**src/rtl/wb_pkg.sv**
```systemverilog
// wb_pkg: shared widths, queue entry type and rd classification for the writeback unit.
package wb_pkg;
  localparam int WB_REG_ADDR_WIDTH = 5;
  localparam int WB_DEPTH = 2;
  localparam int DATA_WIDTH = 32;
  localparam int ADDR_WIDTH = 32;
  localparam int INST_WIDTH = 32;
  typedef struct packed {
    logic [DATA_WIDTH-1:0] result;
    logic [WB_REG_ADDR_WIDTH-1:0] rd;
    logic [ADDR_WIDTH-1:0] pc;
    logic [INST_WIDTH-1:0] instruction;
  } wb_entry_t;
  function automatic logic is_silent(input logic [WB_REG_ADDR_WIDTH-1:0] rd);
    return rd == '0;
  endfunction
endpackage

```
**src/rtl/wb_result_fifo.sv**
```systemverilog
// wb_result_fifo: in-order circular result buffer with a youngest-entry read port.
module wb_result_fifo
  import wb_pkg::*;
#(
  parameter int DEPTH = WB_DEPTH
) (
  input  logic clk,
  input  logic reset,
  input  logic push,
  input  logic pop,
  input  wb_entry_t din,
  output wb_entry_t head,
  output logic [WB_REG_ADDR_WIDTH-1:0] yng_rd,
  output logic [DATA_WIDTH-1:0] yng_result,
  output logic full,
  output logic empty,
  output logic [$clog2(DEPTH):0] count
);
  localparam int PW = $clog2(DEPTH);
  wb_entry_t mem [DEPTH];
  logic [PW-1:0] wr_ptr, rd_ptr;
  always_ff @(posedge clk or posedge reset)
    if (reset) begin
      wr_ptr <= '0;
      rd_ptr <= '0;
      count <= '0;
    end else begin
      if (push) wr_ptr <= wr_ptr + 1'b1;
      if (pop) rd_ptr <= rd_ptr + 1'b1;
      count <= count + (PW+1)'(push) - (PW+1)'(pop);
    end
  // Storage is deliberately left unreset; outputs that read it are qualified by count.
  always_ff @(posedge clk)
    if (push) mem[wr_ptr] <= din;
  assign head = mem[rd_ptr];
  assign yng_rd = mem[wr_ptr - 1'b1].rd;
  assign yng_result = mem[wr_ptr - 1'b1].result;
  assign empty = count == '0;
  assign full = count == (PW+1)'(DEPTH);
endmodule

```
**src/rtl/writeback_unit.sv**
```systemverilog
// writeback_unit: queues execution results and drains them into the register-file write port.
// Optional WB_RETIRE_COUNT_EN adds a 32-bit retire_count output.
module writeback_unit
  import wb_pkg::*;
#(
  parameter int DEPTH = WB_DEPTH,
  parameter int REG_ADDR_WIDTH = WB_REG_ADDR_WIDTH
) (
  input  logic clk,
  input  logic reset,
  input  logic uop_valid_in,
  input  logic [DATA_WIDTH-1:0] result_in,
  input  logic [REG_ADDR_WIDTH-1:0] rd_in,
  input  logic [ADDR_WIDTH-1:0] pc_in,
  input  logic [INST_WIDTH-1:0] instruction_in,
  input  logic rf_wr_ready,
  output logic rf_wr_en,
  output logic [REG_ADDR_WIDTH-1:0] rf_wr_addr,
  output logic [DATA_WIDTH-1:0] rf_wr_data,
  output logic stall_to_exe,
  output logic fwd_valid,
  output logic [REG_ADDR_WIDTH-1:0] fwd_rd,
  output logic [DATA_WIDTH-1:0] fwd_data,
  output logic [ADDR_WIDTH-1:0] pc_out,
  output logic [INST_WIDTH-1:0] instruction_out,
  output logic retire_valid,
  output logic wb_overflow
`ifdef WB_RETIRE_COUNT_EN
  , output logic [31:0] retire_count
`endif
);
  localparam int CW = $clog2(DEPTH) + 1;
  logic push, pop, full, empty;
  logic [CW-1:0] count;
  wb_entry_t head;
  logic [REG_ADDR_WIDTH-1:0] yng_rd;
  logic [DATA_WIDTH-1:0] yng_result;
  logic [ADDR_WIDTH-1:0] pc_q;
  logic [INST_WIDTH-1:0] inst_q;
  wb_result_fifo #(.DEPTH(DEPTH)) u_fifo (
    .clk(clk), .reset(reset), .push(push), .pop(pop),
    .din('{result: result_in, rd: rd_in, pc: pc_in, instruction: instruction_in}),
    .head(head), .yng_rd(yng_rd), .yng_result(yng_result),
    .full(full), .empty(empty), .count(count)
  );
  assign pop = !empty && (is_silent(head.rd) || rf_wr_ready);
  assign push = uop_valid_in && (!full || pop);
  assign rf_wr_en = !empty && !is_silent(head.rd);
  assign rf_wr_addr = rf_wr_en ? head.rd : '0;
  assign rf_wr_data = rf_wr_en ? head.result : '0;
  // One slot stays free for the uop already in the execution stage's second stage.
  assign stall_to_exe = count >= CW'(DEPTH - 1);
  assign fwd_valid = !empty && !is_silent(yng_rd);
  assign fwd_rd = fwd_valid ? yng_rd : '0;
  assign fwd_data = fwd_valid ? yng_result : '0;
  assign retire_valid = pop;
  assign pc_out = pop ? head.pc : pc_q;
  assign instruction_out = pop ? head.instruction : inst_q;
  always_ff @(posedge clk or posedge reset)
    if (reset) begin
      wb_overflow <= 1'b0;
      pc_q <= '0;
      inst_q <= '0;
    end else begin
      if (uop_valid_in && full && !pop) wb_overflow <= 1'b1;
      if (pop) begin
        pc_q <= head.pc;
        inst_q <= head.instruction;
      end
    end
`ifdef WB_RETIRE_COUNT_EN
  always_ff @(posedge clk or posedge reset)
    if (reset) retire_count <= '0;
    else if (pop) retire_count <= retire_count + 32'd1;
`endif
endmodule

```
**config.mk**
```make
export PLATFORM = sky130hd
export DESIGN_NAME = writeback_unit
export DESIGN_NICKNAME = d
export VERILOG_FILES = /design/src/rtl/wb_pkg.sv /design/src/rtl/wb_result_fifo.sv /design/src/rtl/writeback_unit.sv
export SDC_FILE = /design/constraint.sdc
export NUM_CORES = 1
export LEC_CHECK = 0
export CAP_MARGIN = 15
export CELL_PAD_IN_SITES_DETAIL_PLACEMENT = 0
export CELL_PAD_IN_SITES_GLOBAL_PLACEMENT = 1
export CORE_ASPECT_RATIO = 0.8
export CORE_MARGIN = 5
export CORE_UTILIZATION = 44
export CTS_BUF_LIST = sky130_fd_sc_hd__clkbuf_8 sky130_fd_sc_hd__clkbuf_16
export DETAILED_ROUTE_END_ITERATION = 8
export GPL_TIMING_DRIVEN = 0
export PLACE_DENSITY_LB_ADDON = 0.1
export SLEW_MARGIN = 40
export SYNTH_ARGS = -nofsm -noshare
export SYNTH_HDL_FRONTEND = slang
export SYNTH_SLANG_ARGS = --single-unit
```
**constraint.sdc**
```tcl
create_clock -name clk -period 19.67 [get_ports clk]
set_clock_uncertainty 0.2 [all_clocks]
set_input_delay 5.901 -clock clk [delete_from_list [all_inputs] [get_ports clk]]
set_output_delay 5.901 -clock clk [all_outputs]
set_load 0.01 [all_outputs]
```
==> metrics, run 1 <==
status=finished clean; deepest clock path buffer count=3; Site Rows=50; Sw Pwr=a little under 700 uW; clock slew at reported path FFs=60 ps; Mapped Avg Cell Area=roughly 15 sq um; final total negative setup slack=0 ps; critical path class=in2out; flops & latches, synth=~270; crit path max-delay cell type=clkdlybuf4s50_1; final net count=approximately 1100; Placeable Area=about 0.024 sq mm; IO Count=between 200 and 250; post-layout minimum cycle time=14220 ps; switch share=a little under a third; critical-path cell list=clkdlybuf4s50_1 > a221oi_4 > nor2_1 > buf_4 > buf_4 > a21oi_1 > clkdlybuf4s50_1; Crit path required time=between 10000 and 15000 ps; Port Buffers=247; Resized Gates After CTS=0; crit share post-route=72.3%; CTS buffer count=27; clk sinks=between 200 and 300; Die ar.=around 0.027 sq mm; worst path arrival time=~8000 ps; element type at the critical path end=output port; Starting Density=a little under half; DIE HEIGHT=149 microns; number of DRC markers in iteration 0=roughly 350; power share of the clock group=21.9%; CTS root buffer=clkbuf_16; Static Leak=5.62 nW; number of fill cells=1778; layout cells sized above 1=a little under a tenth; unrepaired setup endpoints after global routing=no; # setup viols final=0; Hold Path Class=reg2reg; highest metal used=met5; Post-CTS Setup Inserts=0; DR WL met2=12400 microns; crit path max fanout=10; Mapped Area=0.0106 sq mm; commonest non-fill, non-tap cells in the layout=247 x clkdlybuf4s50_1, 202 x edfxtp_1, 138 x mux2i_1; Layout Area Growth over Synthesis=38.5%; pwr/cell area=approximately 150 mW/mm^2; Startpoint Class=input pin; via density per instance=~5.1; commonest non-fill, non-tap cell in the layout=clkdlybuf4s50_1; WL met3=1700 microns; flip-flop and latch area=approximately 0.008 sq mm; Slew HR=around 44%; largest net degree at the start of global routing=45; grt total ovfl=0; Post-Syn Instances=slightly below 700; first-pass GRT wire length=roughly 40000 microns; DR vias=6727; DR WL/cell=roughly 20 microns; sequential area share after synthesis=between 70 and 80%; gr usage total=a little under a fifth; Antenna Nets Post-Route=0; Syn Nets=about 800; Final Power=roughly 2.2 mW; worst stage delay on the critical path=around 600 ps; cts hold-fix bufs=0; worst skew pair latency=about 520 ps; post-synth cell types=25; Die X=roughly 180 microns; Seq pwr share=~38%; Max Cap Viol=0; Final Hold Fails=0; Worst-Margin Slew=between 800 and 900 ps; H-tree Lvls=1; CTS tree=yes; Max VDD drop=between 0.06 and 0.07 mV; vias in the first global route=between 7000 and 8000; DRC viols=0; Comb power frac=~40%; final slew viol count=0; dpl hpwl=around 18000 microns; max frequency=70.3 MHz; Internal Pwr Total=about 1.5 mW; Multi-input gate area=0.00254 sq mm; YS warnings=0; Pre-antenna DRT Iters=5; Placer Congestion=just under 0.8; wl on met1=11200 microns; DRT Wirelength=25700 microns; initial antenna violation count=2
cell type report:
type,count,area share (%)
antenna,1,0.0171
sequential,271,53.1
tap,312,2.66
timing repair buffer,260,19.2
inverter,6,0.188
clock inverter,14,0.410
multi-input combinational,370,17.4
clock buffer,35,5.36
buffer,45,1.66
power groups by stage:
| stage | Combinational [mW] | Clock, mW | Sequential, mW |
|---|---|---|---|
| finish | 0.885 | 0.480 | 0.825 |
| global route | 0.954 | 0.518 | 0.838 |
| CTS | 0.901 | 0.494 | 0.825 |
| detailed placement | 0.896 | 0 | 0.836 |
| global placement | 0.836 | 0 | 0.855 |
| floorplan | 0.438 | 0 | 0.839 |
cells by family (layout without fill, tap and decap cells):
group	after synthesis	in the layout	share of synthesized area, %
simple gates	93	93	3.86
compound gates	137	137	6.82
buf+inv	51	360	2.49
flops	271	271	73.6
mux	138	138	13.0
xor+xnor	2	2	0.165
other cells	0	1	0
synth_stat cells:
| cell type | n | area, sq um |
|---|---|---|
| a221oi_4 | 1 | 26.3 |
| nor2_1 | 81 | 304 |
| xor2_1 | 1 | 8.76 |
| buf_4 | 7 | 52.6 |
| a31o_2 | 1 | 8.76 |
| buf_2 | 19 | 95.1 |
| edfxtp_1 | 202 | 6070 |
| mux2i_1 | 138 | 1380 |
| nor4_4 | 2 | 42.5 |
| dfrtp_1 | 69 | 1730 |
| nor4_2 | 1 | 12.5 |
| nand3_1 | 2 | 10.0 |
| nand3b_1 | 2 | 15.0 |
| clkbuf_1 | 15 | 56.3 |
| xnor2_1 | 1 | 8.76 |
| buf_6 | 3 | 33.8 |
| o21ai_1 | 1 | 5.00 |
| nor3_1 | 1 | 5.00 |
| nor2b_1 | 2 | 12.5 |
| a22oi_1 | 2 | 15.0 |
| a21oi_1 | 131 | 656 |
| nand2_1 | 2 | 7.51 |
| buf_1 | 1 | 3.75 |
| inv_1 | 6 | 22.5 |
| a221o_2 | 1 | 11.3 |
worst paths after layout:
check / slack, ps / from / cells past startpoint / to
worst min register to register: 280 / wb_overflow / 1 / wb_overflow
worst max-delay path: 5450 / rf_wr_ready / 7 / instruction_out[17]
worst min-delay path: 280 / wb_overflow / 1 / wb_overflow
worst max register to register: 16800 / u_fifo.mem[0][65] / 6 / u_fifo.mem[1][80]
max in group asynchronous: 13210 / reset / 3 / inst_q[21]
min in group asynchronous: 5520 / reset / 2 / pc_q[22]
per-stage QoR:
step | utilization [%] | instance area (sq um) | setup WS, ps | cells | hold slack [ps]
floorplan | - | 10600 | 6770 | 692 | 312
global placement | 57.2 | 13400 | 5140 | 1251 | 264
detailed placement | 58.7 | 13800 | 5480 | 1264 | 266
CTS | 62.3 | 14700 | 5460 | 1313 | 282
global route | 62.3 | 14700 | 5350 | 1313 | 298
finish | 62.3 | 14700 | 5450 | 1314 | 281
worst max-delay path, delay by kind of cell:
family | cells | cell delay, ps
buffers and inverters | 4 | 1470
AO/OA/AOI/OAI | 2 | 560
AND/OR/NAND/NOR | 1 | 160
sequential cells by signal (all words and copies together) (netlist names):
name,flops
u_fifo.count,2
inst_q,32
pc_q,32
u_fifo.rd_ptr,1
wb_overflow,1
u_fifo.wr_ptr,1
u_fifo.mem,202
per-layer routing:
metal	vias to the layer above	global-route usage (%)
li1	3157	-
met1	3332	25.5
met2	197	29.9
met3	37	4.12
met4	4	3.54
met5	-	0
Note: power is estimated with default switching activity, not from simulation.
==> run 2, diff against run 1 <==
- CORE_UTILIZATION: 44 -> 37
- clock period: 19.67 -> 12.03 ns (I/O delays scaled with it)
==> run 2 against run 1 <==
Against the previous run:
- setup slack worse by 3000 ps
- wire length is 4.4% higher
- die area is 18% higher
- register-to-register slack worse by 7700 ps
- clock-buffer cell count is 1 higher
- cell area is 1.3% higher
- via count is 2.3% lower
- first-iteration DRC count is 7.4% lower
- global-route usage is 2.0 points lower
- critical path depth stayed put
- hold slack worse by 8.9 ps
==> metrics, run 2 (synthesis gave the netlist of run 1 again) <==
Starting Density=37.5% (was 45.0%); DR WL/cell=19.5 microns (was 19.6 microns); Site Rows=55 (was 50); Worst-Margin Slew=815 ps (was 838 ps); H-tree Lvls=1 (unchanged); Layout Area Growth over Synthesis=40.4% (was 38.5%); largest register by flop count=u_fifo.mem (unchanged); unrepaired setup endpoints after global routing=no (unchanged); cts hold-fix bufs=0 (unchanged); Port Buffers=247 (unchanged); Die X=199 microns (was 183 microns); Placer Congestion=0.713 (was 0.773); vias in the first global route=6992 (was 7094); worst skew pair latency=530 ps (was 520 ps); commonest non-fill, non-tap cell in the layout=clkdlybuf4s50_1 (unchanged); Pre-antenna DRT Iters=6 (was 5); Slew HR=45.7% (was 44.1%); grt total ovfl=0 (unchanged); hold_ws=273 ps (was 281 ps); Antenna Nets Post-Route=0 (unchanged); max frequency=104 MHz; initial antenna violation count=3 (was 2); Die ar.=0.0321 sq mm (was 0.0273 sq mm); via density per instance=4.77 (was 5.12); crit share post-route=80.0%; deepest clock path buffer count=3 (unchanged); Max Cap Viol=0 (unchanged); worst path arrival time=5810 ps (was 8120 ps); pwr/cell area=248 mW/mm^2 (was 149 mW/mm^2); clock slew at reported path FFs=60 ps (about the same); # setup viols final=0 (unchanged); number of flip-flops under the largest register name=202 (unchanged); DR vias=6573 (was 6727); Startpoint Class=input pin (unchanged); CTS buffer count=28 (was 27); first-pass GRT wire length=40800 microns (was 39600 microns); final net count=1089 (was 1086); Placeable Area=0.0282 sq mm (was 0.0235 sq mm); status=finished clean (unchanged); Hold Path Class=reg2reg (unchanged); CTS tree=yes (unchanged); clk sinks=271 (unchanged); Crit path required time=8220 ps (was 13570 ps); critical path class=in2out (unchanged); IO Count=248 (unchanged); DRC viols=0 (unchanged); number of DRC markers in iteration 0=325 (was 351); Static Leak=5.68 nW (was 5.62 nW); DRT Wirelength=26900 microns (was 25700 microns); Max VDD drop=0.142 mV (was 0.0686 mV); largest net degree at the start of global routing=43 (was 45); final slew viol count=0 (unchanged); Post-CTS Setup Inserts=0 (unchanged); element type at the critical path end=output port (unchanged); layout cells sized above 1=10.0% (was 9.29%); Resized Gates After CTS=0 (unchanged); commonest non-fill, non-tap cells in the layout=247 x clkdlybuf4s50_1, 202 x edfxtp_1, 138 x mux2i_1 (unchanged); Final Hold Fails=0 (unchanged); gr usage total=16.3% (was 18.3%); Largest regs=u_fifo.mem (202), inst_q (32), pc_q (32) (unchanged); CTS root buffer=clkbuf_16 (unchanged); crit path max fanout=10 (unchanged); dpl hpwl=18700 microns (was 18400 microns); post-layout minimum cycle time=approximately 9600 ps; DIE HEIGHT=161 microns (was 149 microns); Final Power=3.69 mW (was 2.19 mW)
run 2: layer usage:
metal	GRT usage (%)	routed length, microns	vias up
met5	0	25	-
met4	3.60	576	4
met3	3.69	1520	39
met2	25.4	12200	155
met1	23.4	12600	3204
li1	-	-	3171
run 2: path summary, 6_finish.rpt:
path,slack [ps],end,cells after the start,startpoint
worst max-delay path,2410,instruction_out[18],7,rf_wr_ready
worst min-delay path,270,wb_overflow,1,wb_overflow
worst max register to register,9140,u_fifo.mem[1][46],7,u_fifo.mem[1][65]
worst min register to register,270,wb_overflow,1,wb_overflow
max in group asynchronous,7880,pc_q[20],3,reset
min in group asynchronous,3220,pc_q[0],2,reset
run 2: cell type report:
class	instances	area, sq um
antenna	1	2.50
timing repair buffer	262	2810
tap	370	463
multi-input combinational	370	2540
clock inverter	16	151
sequential	271	7790
clock buffer	36	822
buffer	45	246
fill	2461	13400
inverter	6	27.5
run 2: metrics by stage:
step | setup WS (ps) | utilization [%] | setup TNS [ps] | instances | cell area [sq um]
floorplan | 3200 | - | 0 | 692 | 10600
finish | 2410 | 52.7 | 0 | 1377 | 14900
global route | 2260 | 52.7 | 0 | 1377 | 14900
global placement | -745 | 47.9 | -148490 | 1309 | 13500
detailed placement | 2410 | 49.2 | 0 | 1324 | 13900
CTS | 2390 | 52.6 | 0 | 1376 | 14900
run 2: critical path, cell delays in order:
cell             delay (ps)
clkdlybuf4s50_1         460
a221oi_4                290
nor2_1                  150
buf_4                   230
buf_4                   190
a21oi_1                 270
clkdlybuf4s50_1         600
run 2: power breakdown:
group,switching (mW),total (mW),internal (mW)
Clock,0.347,0.889,0.542
Combinational,0.749,1.46,0.711
Sequential,0.0685,1.34,1.27
Total,1.16,3.69,2.53
==> run 3, diff against run 2 <==
- clock period: 12.03 -> 8.8 ns (I/O delays scaled with it)
==> results of run 3 <==
The final DEF is identical to that of run 2. Status: finished clean.
Among the figures that moved: setup slack after placement 2410 ps -> 1110 ps; setup slack after layout 2410 ps -> 1120 ps; register-to-register setup slack 9140 ps -> 5910 ps; total power 3.69 mW -> 5.05 mW; worst IR drop on VDD 0.142 mV -> 0.194 mV
